==> config.mk <==
export PLATFORM = sky130hd
export DESIGN_NAME = uart_tx_mmio_flat
export DESIGN_NICKNAME = d
export VERILOG_FILES = /design/src/rtl/uart_pkg.sv /design/src/rtl/uart_tx_mmio_if.sv /design/src/rtl/uart_tx_shifter.sv /design/src/rtl/uart_tx_mmio.sv /design/src/flat_wrapper.sv
export SDC_FILE = /design/constraint.sdc
export NUM_CORES = 1
export LEC_CHECK = 0
export ABC_CLOCK_PERIOD_IN_PS = 2940
export CORE_MARGIN = 5
export CORE_UTILIZATION = 36
export CTS_BUF_LIST = sky130_fd_sc_hd__clkbuf_8
export DETAILED_ROUTE_END_ITERATION = 8
export MAX_ROUTING_LAYER = met4
export PLACE_DENSITY = 0.68
export SYNTH_ARGS = -nofsm -noshare
export SYNTH_HDL_FRONTEND = slang
export SYNTH_SLANG_ARGS = --single-unit
==> constraint.sdc <==
create_clock -name clk -period 2.94 [get_ports clk]
set_input_delay 0.588 -clock clk [delete_from_list [all_inputs] [get_ports clk]]
set_output_delay 0.588 -clock clk [all_outputs]
set_load 0.05 [all_outputs]
==> src/rtl/uart_pkg.sv <==
// ---------------------------------------------------------------------------
// uart_pkg
// Shared definitions for the memory-mapped UART transmitter:
//   - register offsets as decoded from addr[3:2]
//   - STATUS register bit positions
//   - transmit FSM state encoding
//   - helper that maps a programmed baud divisor to an effective one
// ---------------------------------------------------------------------------
package uart_pkg;

    // Word offsets within the block (value of addr[3:2])
    localparam logic [1:0] TXDATA_OFS  = 2'd0;
    localparam logic [1:0] STATUS_OFS  = 2'd1;
    localparam logic [1:0] BAUDDIV_OFS = 2'd2;
    localparam logic [1:0] RSVD_OFS    = 2'd3;

    // STATUS register bit positions
    localparam int STATUS_BUSY_BIT = 0;
    localparam int STATUS_FULL_BIT = 1;
    localparam int STATUS_OVR_BIT  = 2;
    localparam int STATUS_WIDTH    = 3;

    // Transmit FSM encoding
    typedef enum logic [1:0] {
        TX_IDLE  = 2'd0,
        TX_START = 2'd1,
        TX_DATA  = 2'd2,
        TX_STOP  = 2'd3
    } tx_state_e;

    // A divisor of zero would give a zero-length bit; run it as one clock.
    function automatic logic [15:0] eff_div(input logic [15:0] div);
        return (div == 16'd0) ? 16'd1 : div;
    endfunction

endpackage

==> src/rtl/uart_tx_mmio_if.sv <==
// ---------------------------------------------------------------------------
// uart_tx_mmio_if
// Core data-side access bundle toward the UART peripheral.
//   sel   : peripheral select (core access targets this block)
//   we    : write strobe; a write happens only on sel & we
//   addr  : byte offset, only [3:2] decoded
//   wdata : store data
//   rdata : combinational load data, zero when not selected
// master = core side, slave = peripheral side.
// ---------------------------------------------------------------------------
interface uart_tx_mmio_if;
    logic        sel;
    logic        we;
    logic [3:0]  addr;
    logic [31:0] wdata;
    logic [31:0] rdata;

    modport master (
        output sel,
        output we,
        output addr,
        output wdata,
        input  rdata
    );

    modport slave (
        input  sel,
        input  we,
        input  addr,
        input  wdata,
        output rdata
    );
endinterface

==> src/rtl/uart_tx_shifter.sv <==
// ---------------------------------------------------------------------------
// uart_tx_shifter
// 8N1 serialiser: transmit FSM, baud counter, data bit index and shift
// register. Takes a byte from the register file through a load/ready
// handshake and drives the serial line from a flop.
// Ports:
//   clk, rst    : clock, asynchronous active-high reset
//   load        : take load_data this cycle (only honoured while ready)
//   load_data   : byte to transmit
//   div         : programmed baud divisor (clocks per bit), latched per frame
//   ready       : shifter can accept a byte this cycle
//   busy        : a frame is in progress
//   tx          : serial output, idles high
// ---------------------------------------------------------------------------
module uart_tx_shifter
    import uart_pkg::*;
(
    input  logic        clk,
    input  logic        rst,
    input  logic        load,
    input  logic [7:0]  load_data,
    input  logic [15:0] div,
    output logic        ready,
    output logic        busy,
    output logic        tx
);

    tx_state_e   state_q, state_d;
    logic [15:0] cnt_q, cnt_d;          // clocks left in current bit, minus one
    logic [15:0] div_lat_q, div_lat_d;  // divisor frozen for this frame
    logic [7:0]  shift_q, shift_d;
    logic [2:0]  bit_idx_q, bit_idx_d;
    logic        tx_q, tx_d;

    logic        bit_end;
    logic [15:0] div_eff;

    assign div_eff = eff_div(div);
    assign bit_end = (cnt_q == 16'd0);

    // Ready on the last clock of the stop bit as well as in idle, so a
    // waiting byte starts immediately after the stop bit with no gap.
    assign ready = (state_q == TX_IDLE) || ((state_q == TX_STOP) && bit_end);
    assign busy  = (state_q != TX_IDLE);
    assign tx    = tx_q;

    always_ff @(posedge clk or posedge rst) begin
        if (rst) begin
            state_q   <= TX_IDLE;
            cnt_q     <= 16'd0;
            div_lat_q <= 16'd0;
            shift_q   <= 8'd0;
            bit_idx_q <= 3'd0;
            tx_q      <= 1'b1;
        end else begin
            state_q   <= state_d;
            cnt_q     <= cnt_d;
            div_lat_q <= div_lat_d;
            shift_q   <= shift_d;
            bit_idx_q <= bit_idx_d;
            tx_q      <= tx_d;
        end
    end

    // tx_d is the line level for the bit that begins at the next edge, so
    // the registered tx changes exactly on bit boundaries.
    always_comb begin
        state_d   = state_q;
        cnt_d     = cnt_q;
        div_lat_d = div_lat_q;
        shift_d   = shift_q;
        bit_idx_d = bit_idx_q;
        tx_d      = tx_q;

        if (!bit_end) begin
            cnt_d = cnt_q - 16'd1;
        end

        case (state_q)
            TX_IDLE: begin
                tx_d = 1'b1;
                if (load) begin
                    state_d   = TX_START;
                    shift_d   = load_data;
                    div_lat_d = div_eff;
                    cnt_d     = div_eff - 16'd1;
                    bit_idx_d = 3'd0;
                    tx_d      = 1'b0;
                end
            end

            TX_START: begin
                if (bit_end) begin
                    state_d   = TX_DATA;
                    bit_idx_d = 3'd0;
                    cnt_d     = div_lat_q - 16'd1;
                    tx_d      = shift_q[0];
                end
            end

            TX_DATA: begin
                if (bit_end) begin
                    cnt_d = div_lat_q - 16'd1;
                    if (bit_idx_q == 3'd7) begin
                        state_d = TX_STOP;
                        tx_d    = 1'b1;
                    end else begin
                        // shift_q[0] is always the bit on the line
                        bit_idx_d = bit_idx_q + 3'd1;
                        shift_d   = {1'b0, shift_q[7:1]};
                        tx_d      = shift_q[1];
                    end
                end
            end

            TX_STOP: begin
                if (bit_end) begin
                    if (load) begin
                        state_d   = TX_START;
                        shift_d   = load_data;
                        div_lat_d = div_eff;
                        cnt_d     = div_eff - 16'd1;
                        bit_idx_d = 3'd0;
                        tx_d      = 1'b0;
                    end else begin
                        state_d = TX_IDLE;
                        tx_d    = 1'b1;
                    end
                end
            end

            default: begin
                state_d = TX_IDLE;
                tx_d    = 1'b1;
            end
        endcase
    end

endmodule

==> src/rtl/uart_tx_mmio.sv <==
// ---------------------------------------------------------------------------
// uart_tx_mmio
// Memory-mapped UART transmitter. Stores load a one-entry hold register,
// the shifter drains it and sends 8N1 on tx. Loads return TXDATA, STATUS
// and BAUDDIV combinationally so a load word completes in its own cycle.
// Parameters:
//   DIV_RESET : baud divisor after reset (clocks per bit)
// Ports:
//   clk, rst  : clock, asynchronous active-high reset
//   bus       : core data access (sel/we/addr/wdata in, rdata out)
//   tx        : serial line, idles high
// Register map (addr[3:2]):
//   0 TXDATA  W: hold <= wdata[7:0]   R: {24'b0, hold}
//   1 STATUS  R: {29'b0, overrun, hold_full, busy}  W: bit2=1 clears overrun
//   2 BAUDDIV R/W bits [15:0]
//   3 reserved, reads 0
// ---------------------------------------------------------------------------
module uart_tx_mmio
    import uart_pkg::*;
#(
    parameter logic [15:0] DIV_RESET = 16'd434
)
(
    input  logic           clk,
    input  logic           rst,
    uart_tx_mmio_if.slave  bus,
    output logic           tx
);

    logic [7:0]  hold_q, hold_d;
    logic        hold_full_q, hold_full_d;
    logic        overrun_q, overrun_d;
    logic [15:0] baud_div_q, baud_div_d;

    logic [1:0]  reg_ofs;
    logic        wr_en;
    logic        txdata_wr;
    logic        status_wr;
    logic        baud_wr;

    logic        sh_load;
    logic        sh_ready;
    logic        sh_busy;

    logic [STATUS_WIDTH-1:0] status_vec;

    // Byte-lane bits and the upper store data are not decoded by this block.
    logic        unused_bus_bits;
    assign unused_bus_bits = ^{bus.addr[1:0], bus.wdata[31:16]};

    assign reg_ofs   = bus.addr[3:2];
    assign wr_en     = bus.sel & bus.we;
    assign txdata_wr = wr_en && (reg_ofs == TXDATA_OFS);
    assign status_wr = wr_en && (reg_ofs == STATUS_OFS);
    assign baud_wr   = wr_en && (reg_ofs == BAUDDIV_OFS);

    // Hold drains whenever it has a byte and the shifter can take one.
    assign sh_load = hold_full_q & sh_ready;

    always_ff @(posedge clk or posedge rst) begin
        if (rst) begin
            hold_q      <= 8'd0;
            hold_full_q <= 1'b0;
            overrun_q   <= 1'b0;
            baud_div_q  <= DIV_RESET;
        end else begin
            hold_q      <= hold_d;
            hold_full_q <= hold_full_d;
            overrun_q   <= overrun_d;
            baud_div_q  <= baud_div_d;
        end
    end

    always_comb begin
        hold_d      = hold_q;
        hold_full_d = hold_full_q;
        overrun_d   = overrun_q;
        baud_div_d  = baud_div_q;

        if (sh_load) begin
            hold_full_d = 1'b0;
        end

        // A write that lands in the same cycle the hold drains refills it;
        // only a write into a full, non-draining hold is dropped.
        if (txdata_wr) begin
            if (!hold_full_q || sh_load) begin
                hold_d      = bus.wdata[7:0];
                hold_full_d = 1'b1;
            end else begin
                overrun_d = 1'b1;
            end
        end

        if (status_wr && bus.wdata[STATUS_OVR_BIT]) begin
            overrun_d = 1'b0;
        end

        if (baud_wr) begin
            baud_div_d = bus.wdata[15:0];
        end
    end

    always_comb begin
        status_vec                  = '0;
        status_vec[STATUS_BUSY_BIT] = sh_busy;
        status_vec[STATUS_FULL_BIT] = hold_full_q;
        status_vec[STATUS_OVR_BIT]  = overrun_q;
    end

    // Read mux is purely combinational so the load completes this cycle.
    always_comb begin
        bus.rdata = 32'd0;
        if (bus.sel) begin
            case (reg_ofs)
                TXDATA_OFS:  bus.rdata = {24'd0, hold_q};
                STATUS_OFS:  bus.rdata = {{(32-STATUS_WIDTH){1'b0}}, status_vec};
                BAUDDIV_OFS: bus.rdata = {16'd0, baud_div_q};
                default:     bus.rdata = 32'd0;
            endcase
        end
    end

    uart_tx_shifter u_shifter (
        .clk       (clk),
        .rst       (rst),
        .load      (sh_load),
        .load_data (hold_q),
        .div       (baud_div_q),
        .ready     (sh_ready),
        .busy      (sh_busy),
        .tx        (tx)
    );

endmodule
==> src/flat_wrapper.sv <==
// flat-port wrapper written by rule: the top's interface ports become plain ports
module uart_tx_mmio_flat import uart_pkg::*;
#(
    parameter logic [15:0] DIV_RESET = 16'd434
)
  (clk, rst, tx, bus_sel, bus_we, bus_addr, bus_wdata, bus_rdata);
  uart_tx_mmio_if bus_i ();
  input  logic clk;
  input  logic rst;
  output logic tx;
  input wire logic [$bits(bus_i.sel)-1:0] bus_sel;
  input wire logic [$bits(bus_i.we)-1:0] bus_we;
  input wire logic [$bits(bus_i.addr)-1:0] bus_addr;
  input wire logic [$bits(bus_i.wdata)-1:0] bus_wdata;
  output wire logic [$bits(bus_i.rdata)-1:0] bus_rdata;
  assign bus_i.sel = bus_sel;
  assign bus_i.we = bus_we;
  assign bus_i.addr = bus_addr;
  assign bus_i.wdata = bus_wdata;
  assign bus_rdata = bus_i.rdata;
  uart_tx_mmio #(.DIV_RESET(DIV_RESET)) u_core (.clk(clk), .rst(rst), .bus(bus_i), .tx(tx));
endmodule
==> results by group <==
Synthesis
  • Post-synth top flop: dfrtp_1
  • Syn. warnings: 0
  • Mapped cell area: 0.00474 mm^2
  • Register area share after synthesis: 38.1%
  • Synth unique cells: 68
  • Async S/R FF share, synth: 100%
  • Instance count of the mapped netlist: 508
  • Synth Register Bits: 72
  • Syn_area_per_cell: 9.34 um^2
  • Post-synth EDFFs: 0

Route
  • Drt drc: 0
  • Drt total wl: 11500 um
  • Post-route antenna net violation count: 0
  • Vias/cell: 5.28
  • Drt pass-1 iters: 4
  • Drt initial violations: 143
  • Vias: 3919
  • Wire length per cell: 15.4 um

Global route
  • Top Usage Layer GRT: met2
  • Total gr overflow: 0
  • Met1 Use GR: 18.9%
  • GR Util All Layers: 15.4%
  • Met3 usage: 2.70%
  • Met2 usage: 25.4%
  • First-pass GRT wire length: 19300 um
  • Vias in the first global route: 3977
  • Largest net degree at the start of global routing: 73
  • Initial antenna violation count: 0

Critical path
  • CP arrival: 3.03 ns
  • Crit path required time: 3.21 ns
  • CP startpoint kind: flip-flop
  • FF-to-FF setup slack: 0.19 ns
  • FF-to-FF Start: u_core.baud_div_q[7]
  • FF-to-FF End: u_core.u_shifter.cnt_q[8]
  • Worst-path maximum fanout: 8
  • Worst Setup End Kind: flip-flop
  • R2R cell count: 10
  • Critical path type: flip-flop to flip-flop

Pwr
  • Logic pwr share: 49.3%
  • Internal: 3.18 mW
  • Clk pwr share: 17.9%
  • Total power: 5.48 mW
  • Sequential share of power: 32.8%
  • Leakage Power: 2.42 nW
  • Psw: 2.30 mW
  • Max VDD drop: 429 uV
  • Switch share: 42.0%
  • Pwr/cell area: 943 mW/mm^2

Clock tree
  • # H-tree levels: 3
  • Hold_buf cts: 0
  • CTS resizes: 0
  • Clock slew at reported path FFs: 0.08 ns
  • CTS tree: built
  • # clock sinks: 72
  • Worst skew pair latency: 0.35 ns
  • Clock Path Buffers: 2
  • TritonCTS buffer count: 9
  • Buffers inserted by post-CTS timing repair: 0
  • Root Buffer: clkbuf_8

Final layout
  • Final nets: 613
  • P&R area growth vs syn: 22.4%
  • Commonest non-fill, non-tap cells in the layout: dfrtp_1 (66), nor2_1 (43), nand2_1 (40), mux2_2 (39), o21ai_0 (36)
  • Most common cell after layout, fill and taps aside: dfrtp_1
  • Proportion of layout cells with a drive suffix above 1: 22.1%
  • Antenna cell count: 0

STA
  • Clock skew: 0.0114 ns
  • Final Slew Violations: 0
  • Final number of hold-violating endpoints: 0
  • Period minus WS final: 2.75 ns
  • TNS Setup: 0 ns
  • Part of the cycle the worst path needs: 93.7%
  • Max Clk Rate: 0.363 GHz
  • Least-Margin Pin Slew: 0.655 ns
  • Hold Slack: 0.500 ns
  • Number of setup violations in the final report: 0
  • Rel. slew slack: 56.2%
  • RSZ-0062 raised after global routing: no

Place
  • DPL Wire Length: 8820 um
  • Gpl congestion: 0.846
  • Port Buffers: 38

Hold path
  • Hold path endpoint: u_core.u_shifter.bit_idx_q[0]
  • Worst hold stages: 1
  • Hold Path Origin: u_core.u_shifter.bit_idx_q[0]
  • HP Class: flip-flop to flip-flop

Floorplanning
  • Die area: 0.0156 mm^2
  • Initial Util: 36.2%
  • Die H: 125 um
  • Die X: 125 um
  • Core Region: 0.0131 mm^2
  • I/O pin count: 73
  • # rows: 42

Outcome
  • Status: complete, no violations

Run
  • Total of max-cap violations: 0
==> layer usage <==
| metal | up-vias | routed length (um) |
|---|---|---|
| met2 | 102 | 5640 |
| met5 | - | 0 |
| met1 | 1879 | 5070 |
| met3 | 20 | 491 |
| met4 | 0 | 259 |
| li1 | 1918 | - |
==> how the worst max path moves through the flow <==
stage / endpoint / from / slack (ns) / cells past startpoint
final: u_core.u_shifter.cnt_q[8] / u_core.baud_div_q[7] / 0.19 / 10
after global routing: u_core.u_shifter.cnt_q[8] / u_core.baud_div_q[7] / 0.04 / 10
after CTS: u_core.u_shifter.cnt_q[6] / u_core.baud_div_q[7] / 0.21 / 10
after detailed placement: u_core.u_shifter.cnt_q[6] / u_core.baud_div_q[7] / 0.24 / 10
after global placement: u_core.u_shifter.cnt_q[6] / u_core.baud_div_q[7] / 0.32 / 10
after floorplan: bus_rdata[0] / bus_addr[2] / 0.43 / 5
==> layout make-up <==
class,count,area (um^2)
Tap cell,176,220
Clock inverter,5,103
Inverter,12,45.0
Sequential cell,72,1810
Fill cell,1245,7280
Multi-Input combinational cell,400,2720
Timing Repair Buffer,66,763
Clock buffer,11,151
==> state kept, by name, summed over array words and instances (netlist names) <==
signal	flops
u_core.u_shifter.bit_idx_q	3
u_core.u_shifter.cnt_q	16
u_core.overrun_q	1
u_core.baud_div_q	16
u_core.u_shifter.state_q	2
u_core.u_shifter.div_lat_q	16
u_core.u_shifter.tx	1
u_core.hold_full_q	1
u_core.u_shifter.shift_q	8
u_core.hold_q	8
==> cells in the mapped netlist (6+ instances only) <==
cell type  count  area share, %
a21oi_1       26            2.7
and3_1         9            1.2
buf_4         17            2.7
clkbuf_1      15            1.2
dfrtp_1       66             35
dfstp_2        6            3.3
ha_1          12            3.2
inv_1         12           0.95
mux2_2        39            9.3
mux2i_1       15            3.2
nand2_1       40            3.2
nand3_1       16            1.7
nor2_1        43            3.4
nor3_1        16            1.7
nor4_1         9            1.2
o211ai_1       6           0.95
o21ai_0       36            3.8
or3_1         10            1.3
xnor2_1       11            2.0
xor2_1        18            3.3
==> critical path, cell delays in order, from the launching register on <==
cell,delay [ns]
dfstp_2,0.42
nor4_1,0.48
nand4_1,0.29
o21ba_2,0.32
ha_1,0.23
nand2b_1,0.20
or3_1,0.19
nor4_1,0.07
xor2_1,0.21
mux2i_1,0.10
o21ai_0,0.17
==> per-stage QoR <==
step | area (um^2) | setup WS [ns] | util, % | instances
global route | 5810 | 0.0365 | 44.4 | 742
detailed placement | 5550 | 0.240 | 42.4 | 726
floorplan | 4800 | 0.429 | - | 523
global placement | 5550 | 0.322 | 42.4 | 726
finish | 5810 | 0.186 | 44.4 | 742
CTS | 5810 | 0.214 | 44.4 | 742
==> power groups by stage <==
stage / Combinational [mW] / Sequential (mW) / Clock [mW]
3_5_place_dp: 2.67 / 1.81 / 0
2_1_floorplan: 2.03 / 1.70 / 0
3_3_place_gp: 2.59 / 1.78 / 0
4_1_cts: 2.69 / 1.79 / 1.00
5_1_grt: 2.99 / 1.86 / 1.05
6_report: 2.70 / 1.79 / 0.982
==> kinds of logic after synthesis <==
group	share of synthesized area, %
simple gates	20.2
compound gates	14.9
flops	38.1
mux	12.4
buf+inv	5.80
xor+xnor	5.35
fa+ha+maj	3.17
other cells	0.0791
Power figures use the tool's default switching activity.
